$ cat src/rtl/demux_1x4_stream.sv
// demux_1x4_stream
//   Registered 1-to-4 stream demultiplexer. Each accepted input word is routed
//   to one of four channels, chosen by sel or by an internal round-robin
//   pointer. Every channel owns a one-entry output buffer, so a stalled
//   consumer back-pressures only when it is the current target.
//
// Ports
//   clk         rising-edge clock
//   rst_n       synchronous active-low reset
//   din         input word (WIDTH bits)
//   din_valid   din is presented this cycle
//   din_ready   block accepts din this cycle (combinational)
//   sel         target channel when auto_rr = 0
//   auto_rr     1: target is rr_ptr, 0: target is sel
//   dout_0..3   channel buffer data
//   dout_valid  bit N set while dout_N holds an unconsumed word
//   dout_ready  bit N set when consumer N takes dout_N this cycle
//   rr_ptr      current round-robin pointer
module demux_1x4_stream #(
  parameter int WIDTH = 8
) (
  input  logic             clk,
  input  logic             rst_n,
  input  logic [WIDTH-1:0] din,
  input  logic             din_valid,
  output logic             din_ready,
  input  logic [1:0]       sel,
  input  logic             auto_rr,
  output logic [WIDTH-1:0] dout_0,
  output logic [WIDTH-1:0] dout_1,
  output logic [WIDTH-1:0] dout_2,
  output logic [WIDTH-1:0] dout_3,
  output logic [3:0]       dout_valid,
  input  logic [3:0]       dout_ready,
  output logic [1:0]       rr_ptr
);

  logic [WIDTH-1:0] data_p0 [4];
  logic [3:0]       vld_p0;
  logic [1:0]       rr_p0;
  logic [1:0]       tgt;
  logic             accept;

  assign tgt = auto_rr ? rr_p0 : sel;

  // The target buffer can take a word when empty or when it drains this
  // same cycle, which keeps throughput at one word per cycle.
  assign din_ready = rst_n & (~vld_p0[tgt] | dout_ready[tgt]);
  assign accept    = din_valid & din_ready;

  // Stage p0: per-channel one-entry buffers and the round-robin pointer
  always_ff @(posedge clk) begin
    if (!rst_n) begin
      vld_p0 <= 4'b0000;
      rr_p0  <= 2'd0;
      for (int n = 0; n < 4; n++) begin
        data_p0[n] <= '0;
      end
    end else begin
      for (int n = 0; n < 4; n++) begin
        // A refill wins over a drain so the slot never bubbles.
        if (accept && (tgt == 2'(n))) begin
          data_p0[n] <= din;
          vld_p0[n]  <= 1'b1;
        end else if (vld_p0[n] && dout_ready[n]) begin
          vld_p0[n]  <= 1'b0;
        end
      end
      if (accept && auto_rr) begin
        rr_p0 <= rr_p0 + 2'd1;
      end
    end
  end

  assign dout_0     = data_p0[0];
  assign dout_1     = data_p0[1];
  assign dout_2     = data_p0[2];
  assign dout_3     = data_p0[3];
  assign dout_valid = vld_p0;
  assign rr_ptr     = rr_p0;

endmodule

$ cat config.mk
export PLATFORM = sky130hd
export DESIGN_NAME = demux_1x4_stream
export DESIGN_NICKNAME = d
export VERILOG_FILES = /design/src/rtl/demux_1x4_stream.sv
export SDC_FILE = /design/constraint.sdc
export NUM_CORES = 1
export LEC_CHECK = 0
export ABC_CLOCK_PERIOD_IN_PS = 2600
export CAP_MARGIN = 40
export CORE_ASPECT_RATIO = 1.75
export CORE_MARGIN = 4
export CORE_UTILIZATION = 43
export DETAILED_ROUTE_END_ITERATION = 8
export PLACE_DENSITY = 0.76
export REMOVE_ABC_BUFFERS = 1
export SYNTH_ARGS = -nofsm -noshare
export SYNTH_HDL_FRONTEND = slang
export SYNTH_SLANG_ARGS = --single-unit
export TNS_END_PERCENT = 100
$ cat constraint.sdc
create_clock -name clk -period 2.6 [get_ports clk]
set_clock_uncertainty 0.05 [all_clocks]
set_input_delay 0.65 -clock clk [delete_from_list [all_inputs] [get_ports clk]]
set_output_delay 0.65 -clock clk [all_outputs]
set_load 0.02 [all_outputs]
==> results.py <==
metrics = {
    "outcome": {
        "status": "finished, final reports clean",
    },
    "layout": {
        "final_core_util_pct": 69.33,
        "instances_no_fill": 227,
        "nets": 199,
        "multi_input_area_um2": 459.2,
        "fillers": 262,
        "regArea_um2": 1081,
        "area_growth_pct": 54.98,
        "n_antenna_cell": 0,
        "drive_gt1_share_pct": 18.13,
        "post-route-cell-area_um2": 2356,
    },
    "setup_path": {
        "crit_type": "input port to primary output",
        "cp.depth": 6,
        "critPathLaunchType": "input port",
        "cp-end-kind": "primary output",
        "max_stage_delay_ns": 0.33,
        "crit_required_ns": 1.90,
        "cp_top_family": "multiplexers",
        "cp_cell_sequence": "buf_2, mux2i_4, mux2_4, mux2i_1, and2_1, buf_6",
        "cp_slowest_cell": "mux2_4",
        "reg2reg_to": "rr_ptr[1]",
        "r2r_start": "rr_ptr[1]",
        "crit_path_end": "din_ready",
        "crit_start": "auto_rr",
        "r2r_slack_ns": 0.80,
        "arrival_ns": 1.84,
        "path_buf_inv": 2,
        "worst_r2r_path_depth": 5,
        "cp_max_fo": 3,
    },
    "placed_design": {
        "placed_area_um2": 2253,
        "routabilityCongestion": 0.8323,
        "dp_cells": 219,
        "dp_hpwl_mm": 2.910,
        "port_buffers": 56,
    },
    "cts": {
        "clock_tree.buffer_depth": 2,
        "cts_buffers": 5,
        "clock_sinks": 38,
        "clock_latency_ns": 0.29,
        "cts_root_buffer": "clkbuf_8",
        "cts_setup_buffers": 0,
        "cts_tree": "done",
        "htree_levels": 2,
        "clk_pin_slew_ns": 0.07,
    },
    "synth": {
        "synth_compound_area_share_pct": 3.786,
        "synthMuxAreaShare_pct": 3.457,
        "syn_area_um2": 1520,
        "syn_avg_cell_area_um2": 14.76,
        "synth-xor-area-share_pct": 0,
        "synth-seq-cells": 38,
        "yosys_warnings": 0,
        "ys_seq_area_share_pct": 71.11,
        "synth_top_family_by_area": "simple AND/OR/NAND/NOR gates",
        "yosys.area_share.simple_pct": 21.15,
        "ys_types": 21,
        "netlist_instances": 103,
        "synth_fa_ha_area_share_pct": 0,
    },
    "die": {
        "fp.coreArea_um2": 3398,
        "io_pins": 57,
        "fp.dieW_um": 52.95,
        "rows": 28,
        "start_util_pct": 44.73,
        "design.die.area_um2": 4588,
        "die_h_um": 86.66,
    },
    "route": {
        "first_pass_iters": 4,
        "wl_met2_mm": 2.136,
        "routed_wl_mm": 3.570,
        "top_layer": "met4",
        "drtIter0Drc": 28,
        "wire_per_inst_um": 15.73,
        "ant_nets": 0,
        "wl_met3_um": 227,
        "drc": 0,
        "num_vias": 1110,
        "drt-met1-wl_mm": 1.040,
        "viasPerCell": 4.890,
    },
    "sta": {
        "fin_crit_sh_pct": 97.57,
        "hold_viol_final": 0,
        "timing.fmax_mhz": 394.2,
        "setup_viol": 0,
        "finalCriticalPeriod_ns": 2.537,
        "slew_viol_final": 0,
        "relSlewSlack_pct": 74.85,
        "rsz0062_at_grt": "no",
        "worstMarginPinSlew_ns": 0.3773,
    },
    "global_route": {
        "grt_usage_pct": 18.11,
        "grt_max_degree": 13,
        "grt_pass1_vias": 1230,
        "grt_pass1_wl_mm": 5.699,
        "overflow": 0,
        "grt_antenna_before_repair": 0,
    },
    "power": {
        "cellLeakagePower_nw": 0.9287,
        "p_total_w": 0.001276,
        "powerDensity_nw_per_um2": 541.7,
        "irDropWorstVdd_mv": 0.4291,
    },
    "flow_run": {
        "maxCapViolations": 0,
    },
    "worst_hold_path": {
        "worstHoldPathType": "register to register",
    },
}
-- flip-flops by register name, indices dropped and copies added, names as in the netlist --
register / count
dout_valid: 4
rr_ptr: 2
data_p0: 32
-- kinds of logic after synthesis --
logic type / after synthesis
simple gates: 50
flops: 38
compound gates: 8
mux: 5
buf+inv: 2
-- stage by stage --
stage | setup WS (ns) | hold WS (ns) | TNS (ns)
after floorplan | 0.1774 | 0.5228 | 0
after global placement | -0.7506 | 0.4564 | -0.8570
after detailed placement | -0.8926 | 0.4853 | -3.044
after CTS | 0.002625 | 0.4992 | 0
after global routing | 0.001622 | 0.5420 | 0
final | 0.06313 | 0.5100 | 0
-- how the worst min path moves through the flow --
stage,from,endpoint,cells past startpoint
after global routing,rr_ptr[0],rr_ptr[0],2
after floorplan,rr_ptr[1],rr_ptr[1],2
after detailed placement,rr_ptr[1],rr_ptr[1],2
after global placement,rr_ptr[1],rr_ptr[1],2
final,rr_ptr[0],rr_ptr[0],2
after CTS,rr_ptr[0],rr_ptr[0],2
-- repair_timing --
action | in CTS | in global routing
pin swaps | 1 | 1
setup endpoints to repair | 1 | 1
hold buffers | 0 | 0
resized for setup | 19 | 5
-- power by group --
group | internal (W) | switching [W] | total (W) | leakage [nW]
registers | 0.000691 | 0.0000105 | 0.000702 | 0.384
logic | 0.0000991 | 0.0000955 | 0.000195 | 0.502
clock network | 0.000184 | 0.000196 | 0.000380 | 0.0426
total | 0.000974 | 0.000302 | 0.00128 | 0.929
-- cell usage after synthesis --
cell type	instances	area share (%)
and2_1	33	14
edfxtp_1	32	63
dfxtp_1	6	7.9
nand2b_1	4	1.6
nor2b_1	4	1.6
o21a_1	4	2.0
mux2i_1	3	2.0
a21boi_0	2	0.99
mux2_2	2	1.5
nand2_1	2	0.49
clkbuf_1	1	0.25
inv_1	1	0.25
nand3_1	1	0.33
nor3_1	1	0.33
nor3b_2	1	0.82
nor4_1	1	0.41
nor4b_2	1	0.99
o21ai_0	1	0.33
o31ai_1	1	0.49
or3_1	1	0.41
or4_1	1	0.49
-- cell usage in the layout (no fill, tap or decap), types with 2 or more instances in the layout --
cell type,n
and2_1,33
o21a_1,4
nand2b_1,4
a21boi_0,2
mux2i_1,2
dlygate4sd2_1,2
dfxtp_1,6
nand2_1,2
edfxtp_1,32
clkdlybuf4s50_1,49
dlymetal6s2s_1,2
mux2_4,2
nor2b_2,3
clkbuf_8,5
buf_4,16
-- metal layers --
metal | GRT usage, % | vias to the layer above
met2 | 34.62 | 49
met4 | 12.33 | 0
met3 | 4.991 | 13
met5 | 0 | -
li1 | - | 525
met1 | 14.57 | 523
-- layout make-up --
type / count / share of cell area [%]
clock buffers: 6 / 3.080
inverters: 1 / 0.1593
flip-flops and latches: 38 / 45.88
multi-input cells: 63 / 19.49
clock inverters: 2 / 0.3717
repair buffers: 72 / 28.62
well taps: 45 / 2.390
-- tightest hold or removal path: stages, from the launching register on --
cell      delay [ns]
dfxtp_1         0.34
o21ai_0         0.09
a21boi_0        0.08
(Power assumes the default switching activity.)
